## src/rtl/obi_arb_pkg.sv

```systemverilog
// Shared widths and helpers for the OBI bank arbiter.
package obi_arb_pkg;
    localparam int OBI_DATA_W = 32;
    localparam int OBI_ADDR_W = 32;
    localparam int OBI_BE_W   = 4;

    // Index width that never collapses to zero bits.
    function automatic int clog2_min1(input int n);
        return (n <= 2) ? 1 : $clog2(n);
    endfunction
endpackage

```

## src/rtl/obi_arb_id_fifo.sv

```systemverilog
// In-flight requester-ID FIFO: push on bank grant, pop on bank rvalid.
// No bypass: a full FIFO stays full for the whole cycle even if it pops.
module obi_arb_id_fifo
    import obi_arb_pkg::*;
#(
    parameter int W     = 2,
    parameter int DEPTH = 2
) (
    input  logic         clk_i,
    input  logic         rst_ni,
    input  logic         push_i,
    input  logic         pop_i,
    input  logic [W-1:0] data_i,
    output logic [W-1:0] head_o,
    output logic         full_o,
    output logic         empty_o
);
    localparam int PW = clog2_min1(DEPTH);
    localparam int CW = $clog2(DEPTH + 1);

    logic [W-1:0]  r_mem [DEPTH];
    logic [PW-1:0] r_wr;
    logic [PW-1:0] r_rd;
    logic [CW-1:0] r_cnt;
    logic          w_push;
    logic          w_pop;

    assign full_o  = (r_cnt == CW'(DEPTH));
    assign empty_o = (r_cnt == '0);
    assign w_push  = push_i & ~full_o;
    assign w_pop   = pop_i & ~empty_o;
    assign head_o  = r_mem[r_rd];

    function automatic logic [PW-1:0] ptr_inc(input logic [PW-1:0] p);
        return (p == PW'(DEPTH - 1)) ? '0 : p + PW'(1);
    endfunction

    // Pointer/count bookkeeping; simultaneous push+pop leaves the count alone.
    always_ff @(posedge clk_i) begin
        if (!rst_ni) begin
            r_wr  <= '0;
            r_rd  <= '0;
            r_cnt <= '0;
        end else begin
            if (w_push) begin
                r_mem[r_wr] <= data_i;
                r_wr        <= ptr_inc(r_wr);
            end
            if (w_pop) r_rd <= ptr_inc(r_rd);
            case ({w_push, w_pop})
                2'b10:   r_cnt <= r_cnt + CW'(1);
                2'b01:   r_cnt <= r_cnt - CW'(1);
                default: r_cnt <= r_cnt;
            endcase
        end
    end
endmodule

```

## src/rtl/obi_bank_arbiter.sv

```systemverilog
// Round-robin arbiter sharing one OBI bank port between NUM_PORTS requesters.
// Request and response paths are purely combinational.
// Optional contention counter: define OBI_ARB_CONFLICT_CNT_EN.
module obi_bank_arbiter
    import obi_arb_pkg::*;
#(
    parameter int NUM_PORTS = 4,
    parameter int MAX_OUTST = 2
) (
    input  logic                                  clk_i,
    input  logic                                  rst_ni,
    input  logic [NUM_PORTS-1:0]                  req_i,
    input  logic [NUM_PORTS-1:0]                  we_i,
    input  logic [NUM_PORTS-1:0][OBI_BE_W-1:0]    be_i,
    input  logic [NUM_PORTS-1:0][OBI_ADDR_W-1:0]  addr_i,
    input  logic [NUM_PORTS-1:0][OBI_DATA_W-1:0]  wdata_i,
    output logic [NUM_PORTS-1:0]                  gnt_o,
    output logic [NUM_PORTS-1:0]                  rvalid_o,
    output logic [NUM_PORTS-1:0][OBI_DATA_W-1:0]  rdata_o,
    output logic                                  mem_req_o,
    output logic                                  mem_we_o,
    output logic [OBI_BE_W-1:0]                   mem_be_o,
    output logic [OBI_ADDR_W-1:0]                 mem_addr_o,
    output logic [OBI_DATA_W-1:0]                 mem_wdata_o,
    input  logic                                  mem_gnt_i,
    input  logic                                  mem_rvalid_i,
    input  logic [OBI_DATA_W-1:0]                 mem_rdata_i,
    output logic                                  err_o
`ifdef OBI_ARB_CONFLICT_CNT_EN
    ,
    output logic [31:0]                           conflict_cnt_o
`endif
);
    localparam int IW = clog2_min1(NUM_PORTS);

    logic [IW-1:0] r_ptr;
    logic          r_err;
    logic [IW-1:0] w_win;
    logic [IW-1:0] w_idx;
    logic          w_found;
    logic          w_grant;
    logic          w_pop;
    logic          w_full;
    logic          w_empty;
    logic [IW-1:0] w_head;

    // First requesting port at or above the pointer, wrapping around.
    always_comb begin
        w_found = 1'b0;
        w_win   = '0;
        w_idx   = '0;
        for (int i = 0; i < NUM_PORTS; i++) begin
            w_idx = IW'((int'(r_ptr) + i) % NUM_PORTS);
            if (!w_found && req_i[w_idx]) begin
                w_found = 1'b1;
                w_win   = w_idx;
            end
        end
    end

    assign mem_req_o   = (|req_i) & ~w_full;
    assign w_grant     = mem_req_o & mem_gnt_i;
    assign w_pop       = mem_rvalid_i & ~w_empty;
    assign mem_we_o    = w_found & we_i[w_win];
    assign mem_be_o    = w_found ? be_i[w_win]    : '0;
    assign mem_addr_o  = w_found ? addr_i[w_win]  : '0;
    assign mem_wdata_o = w_found ? wdata_i[w_win] : '0;
    assign err_o       = r_err;

    // One-hot grant back to the winner and rvalid to the FIFO head.
    always_comb begin
        gnt_o    = '0;
        rvalid_o = '0;
        if (w_grant) gnt_o[w_win]   = 1'b1;
        if (w_pop)   rvalid_o[w_head] = 1'b1;
    end

    // Read data is broadcast; consumers qualify it with their rvalid.
    for (genvar p = 0; p < NUM_PORTS; p++) begin : g_rdata
        assign rdata_o[p] = mem_rdata_i;
    end

    // Pointer moves past the winner on grant; error is sticky until reset.
    always_ff @(posedge clk_i) begin
        if (!rst_ni) begin
            r_ptr <= '0;
            r_err <= 1'b0;
        end else begin
            if (w_grant)
                r_ptr <= (w_win == IW'(NUM_PORTS - 1)) ? '0 : w_win + IW'(1);
            if (mem_rvalid_i && w_empty)
                r_err <= 1'b1;
        end
    end

    obi_arb_id_fifo #(
        .W     (IW),
        .DEPTH (MAX_OUTST)
    ) u_id_fifo (
        .clk_i   (clk_i),
        .rst_ni  (rst_ni),
        .push_i  (w_grant),
        .pop_i   (w_pop),
        .data_i  (w_win),
        .head_o  (w_head),
        .full_o  (w_full),
        .empty_o (w_empty)
    );

`ifdef OBI_ARB_CONFLICT_CNT_EN
    logic [31:0] r_conflict;
    assign conflict_cnt_o = r_conflict;

    // Saturating count of issuing cycles with two or more requesters.
    always_ff @(posedge clk_i) begin
        if (!rst_ni)
            r_conflict <= '0;
        else if (mem_req_o && (|(req_i & (req_i - NUM_PORTS'(1)))) && (r_conflict != '1))
            r_conflict <= r_conflict + 32'd1;
    end
`endif
endmodule
```

## config.mk

```make
export PLATFORM = sky130hd
export DESIGN_NAME = obi_bank_arbiter
export DESIGN_NICKNAME = d
export VERILOG_FILES = /design/src/rtl/obi_arb_pkg.sv /design/src/rtl/obi_arb_id_fifo.sv /design/src/rtl/obi_bank_arbiter.sv
export SDC_FILE = /design/constraint.sdc
export NUM_CORES = 1
export LEC_CHECK = 0
export ABC_AREA = 1
export CAP_MARGIN = 40
export CORE_AREA = 4 4 203 205
export CTS_CLUSTER_SIZE = 14
export DETAILED_ROUTE_END_ITERATION = 8
export DIE_AREA = 0 0 207 209
export GPL_ROUTABILITY_DRIVEN = 0
export GPL_TIMING_DRIVEN = 1
export MAX_ROUTING_LAYER = met4
export SLEW_MARGIN = 20
export SYNTH_ARGS = -nofsm -noshare
export SYNTH_HDL_FRONTEND = slang
export SYNTH_SLANG_ARGS = --single-unit
```

## constraint.sdc

```tcl
create_clock -name clk_i -period 2.7 [get_ports clk_i]
set_input_delay 0.27 -clock clk_i [delete_from_list [all_inputs] [get_ports clk_i]]
set_output_delay 0.27 -clock clk_i [all_outputs]
set_load 0.05 [all_outputs]
```

==> flow_summary.yaml <==
min_path:
  hold_start: "u_id_fifo.r_rd"
  holdCritPathClass: "register to register"
  min_to: "u_id_fifo.r_rd"
  holdPathStages: 1
sta:
  finalHoldViolCount: 0
  rsz0062_at_grt: "true"
  maxSlewViolCount: 0
  slew_headroom_pct: 64.0
  worst_pin_slew_ns: 0.538
  setup_viol: 0
  fmax_mhz: 381
  fin_setup_tns_ns: 0
  period_needed_ns: 2.63
  final.period_utilization_pct: 97.3
  fin_skew_ns: 0.000389
route:
  drt_iter0_drc: 529
  ant_nets: 0
  routed_wl_um: 31300
  dr.pass1.iters: 5
  dr_total_vias: 7254
  viasPerCell: 4.06
  drc: 0
  avgRoutedWirePerCell_um: 17.5
cts:
  ctsHoldBuffers: 0
  clk_pin_slew_ns: 0.04
  cts_max_level: 1
  cts_root_buffer: "clkbuf_16"
  cts.sinks: 12
  clockBufferDepth: 2
  insertion_delay_ns: 0.24
  cts_tree: "done"
  cts_buffers: 3
layout:
  drive_gt1_share_pct: 21.4
  fin_area_um2: 10500
  finalNonFillerCells: 1787
  layout_commonest_cell: "nand2_1"
  fill_cells: 4360
  seqCellArea_um2: 288
  final_cell_mix: "nand2_1, clkdlybuf4s50_1, nand3_1, inv_1, buf_12"
  multi_input_area_um2: 3320
  layout.nets: 1583
  syn2layout_area_growth_pct: 104
setup_path:
  cpLargestDelayFamily: "simple AND/OR/NAND/NOR gates"
  critPathRequiredTime_ns: 2.43
  max_stage_delay_ns: 0.36
  worst-path-buf-inv: 5
  crit_chain: "buf_6, nand2_2, nand3_2, nand2_4, inv_4, nand4_4, buf_4, nand2_4, clkbuf_16, nand2_1, nand3_1, a21oi_2, buf_12"
  ff2ff_path_depth: 13
  r2r-start: "r_ptr[0]"
  endpoint_kind: "output port"
  critPathMaxFanout: 18
  slowest_stage: "dfxtp_4"
  path_class: "register to output port"
  arrival_ns: 2.36
  crit_path_frequent_cell: "nand2_4"
  ff2ff_setup_slack_ns: 0.48
  r2r-end: "r_ptr[1]"
  cp-start-kind: "register"
die:
  die_y_um: 209
  io-pin-count: 523
  die-width_um: 207
  rows: 73
  coreArea_um2: 39500
  die-area_um2: 43300
  initial_core_util_pct: 13.0
synth:
  synth_warnings: 0
  synth_compound_area_share_pct: 8.63
  synth_xor_area_share_pct: 0
  postSynthCellCount: 1011
  yosys.area_share.adder_pct: 1.22
  syn_nets: 1332
  synth_mux_area_share_pct: 0.196
  yosys.area_share.simple_pct: 45.9
  synth_top_family_by_area: "simple AND/OR/NAND/NOR gates"
  synth_seq_cells: 12
  synthDominantCellAreaShare_pct: 23.2
  ys_top_cells_by_area: "nand2_1, nand3_1, buf_4, inv_1, a21oi_1"
  syn_avg_cell_area_um2: 5.06
  ys_types: 21
  yosys.area.top_type: "nand2_1"
  netlist_area_um2: 5120
  ys_seq_area_share_pct: 5.48
grt:
  grt_pass1_wl_um: 40100
  grt_usage_pct: 11.8
  grt-ovfl-total: 0
  grt_pass1_vias: 6943
  antenna_found_initial: 1
  grt_start_max_net_pins: 39
pwr:
  vdd_drop_max_uv: 763
  p_total_mw: 15.7
  leakage_nw: 5.01
  p_per_area_nw_per_um2: 1500
place:
  portBuffers: 362
  place_inst: 1755
  placed_cell_area_um2: 9350
  dp_hpwl_um: 21800
outcome:
  outcome: "complete, no violations"
flow_run:
  drv_cap: 0
registers in the layout, summed over array words and instances (netlist names), named ones only:
name / count
r_ptr: 2
u_id_fifo.r_cnt: 2
err_o: 1
u_id_fifo.r_mem: 4
u_id_fifo.r_rd: 1
u_id_fifo.r_wr: 1
synthesized netlist by cell type:
| master | instances |
|---|---|
| buf_2 | 40 |
| a21oi_1 | 78 |
| clkbuf_1 | 9 |
| inv_1 | 157 |
| mux2i_1 | 1 |
| nor3_1 | 3 |
| dfxtp_1 | 8 |
| nand2_2 | 4 |
| nand4_1 | 2 |
| buf_6 | 9 |
| nor2_1 | 9 |
| o21ai_0 | 9 |
| inv_2 | 4 |
| a31oi_1 | 1 |
| edfxtp_1 | 4 |
| buf_4 | 137 |
| nand2_1 | 316 |
| nand3_1 | 213 |
| nand4_2 | 1 |
| clkinv_1 | 1 |
| ha_1 | 5 |
kinds of logic after synthesis:
group	count (synthesis)
AOI/OAI and AO/OA	88
adders and majority gates	5
buffers and inverters	357
DFF	12
muxes	1
and+or+nand+nor	548
where the power goes:
| part | leakage [nW] | internal, mW | switching, mW |
|---|---|---|---|
| Clock | 0.0385 | 0.195 | 0.0760 |
| Sequential | 0.105 | 0.242 | 0.0380 |
| Combinational | 4.87 | 6.72 | 8.38 |
| Total | 5.01 | 7.16 | 8.49 |
worst max-delay path by stage:
stage,startpoint,endpoint,slack (ns),depth (start not counted)
6_report,r_ptr[0],mem_wdata_o[11],0.07,13
5_1_grt,r_ptr[0],gnt_o[3],-0.05,15
4_1_cts,req_i[1],mem_addr_o[9],-0.01,13
3_5_place_dp,req_i[3],mem_wdata_o[22],-0.12,15
3_3_place_gp,req_i[3],mem_wdata_o[21],-0.07,15
2_1_floorplan,r_ptr[0],mem_addr_o[31],0.20,13
routing by layer:
| layer | GRT usage (%) | wire, µm | up-vias |
|---|---|---|---|
| met4 | 4.81 | 1180 | 0 |
| li1 | - | - | 3511 |
| met1 | 13.4 | 12300 | 3294 |
| met3 | 2.04 | 1900 | 94 |
| met5 | - | 0 | - |
| met2 | 20.6 | 15900 | 355 |
stage by stage:
step / worst slack [ns] / hold WS, ns / util [%]
6_report: 0.0740 / 0.453 / 26.5
4_1_cts: -0.0131 / 0.448 / 24.5
5_1_grt: -0.0483 / 0.497 / 26.5
2_1_floorplan: 0.201 / 0.408 / -
3_5_place_dp: -0.122 / 0.443 / 23.7
3_3_place_gp: -0.0653 / 0.437 / 23.7
layout make-up:
class | count | share of cell area (%)
timing repair buffer | 439 | 52.4
sequential | 12 | 2.75
tap | 525 | 6.28
clock inverter | 1 | 0.0359
inverter | 162 | 6.03
multi-input combinational | 644 | 31.7
antenna | 1 | 0.0239
clock buffer | 3 | 0.718
what timing repair did:
action | 4_1_cts | 5_1_grt
setup endpoints to repair | 72 | 72
endpoints found under the hold margin | 0 | 0
gates cloned | 2 | 16
gates resized for setup | 46 | 96
pin swaps | 8 | 29
buffers inserted | 1 | 9
Power figures use the tool's default switching activity.
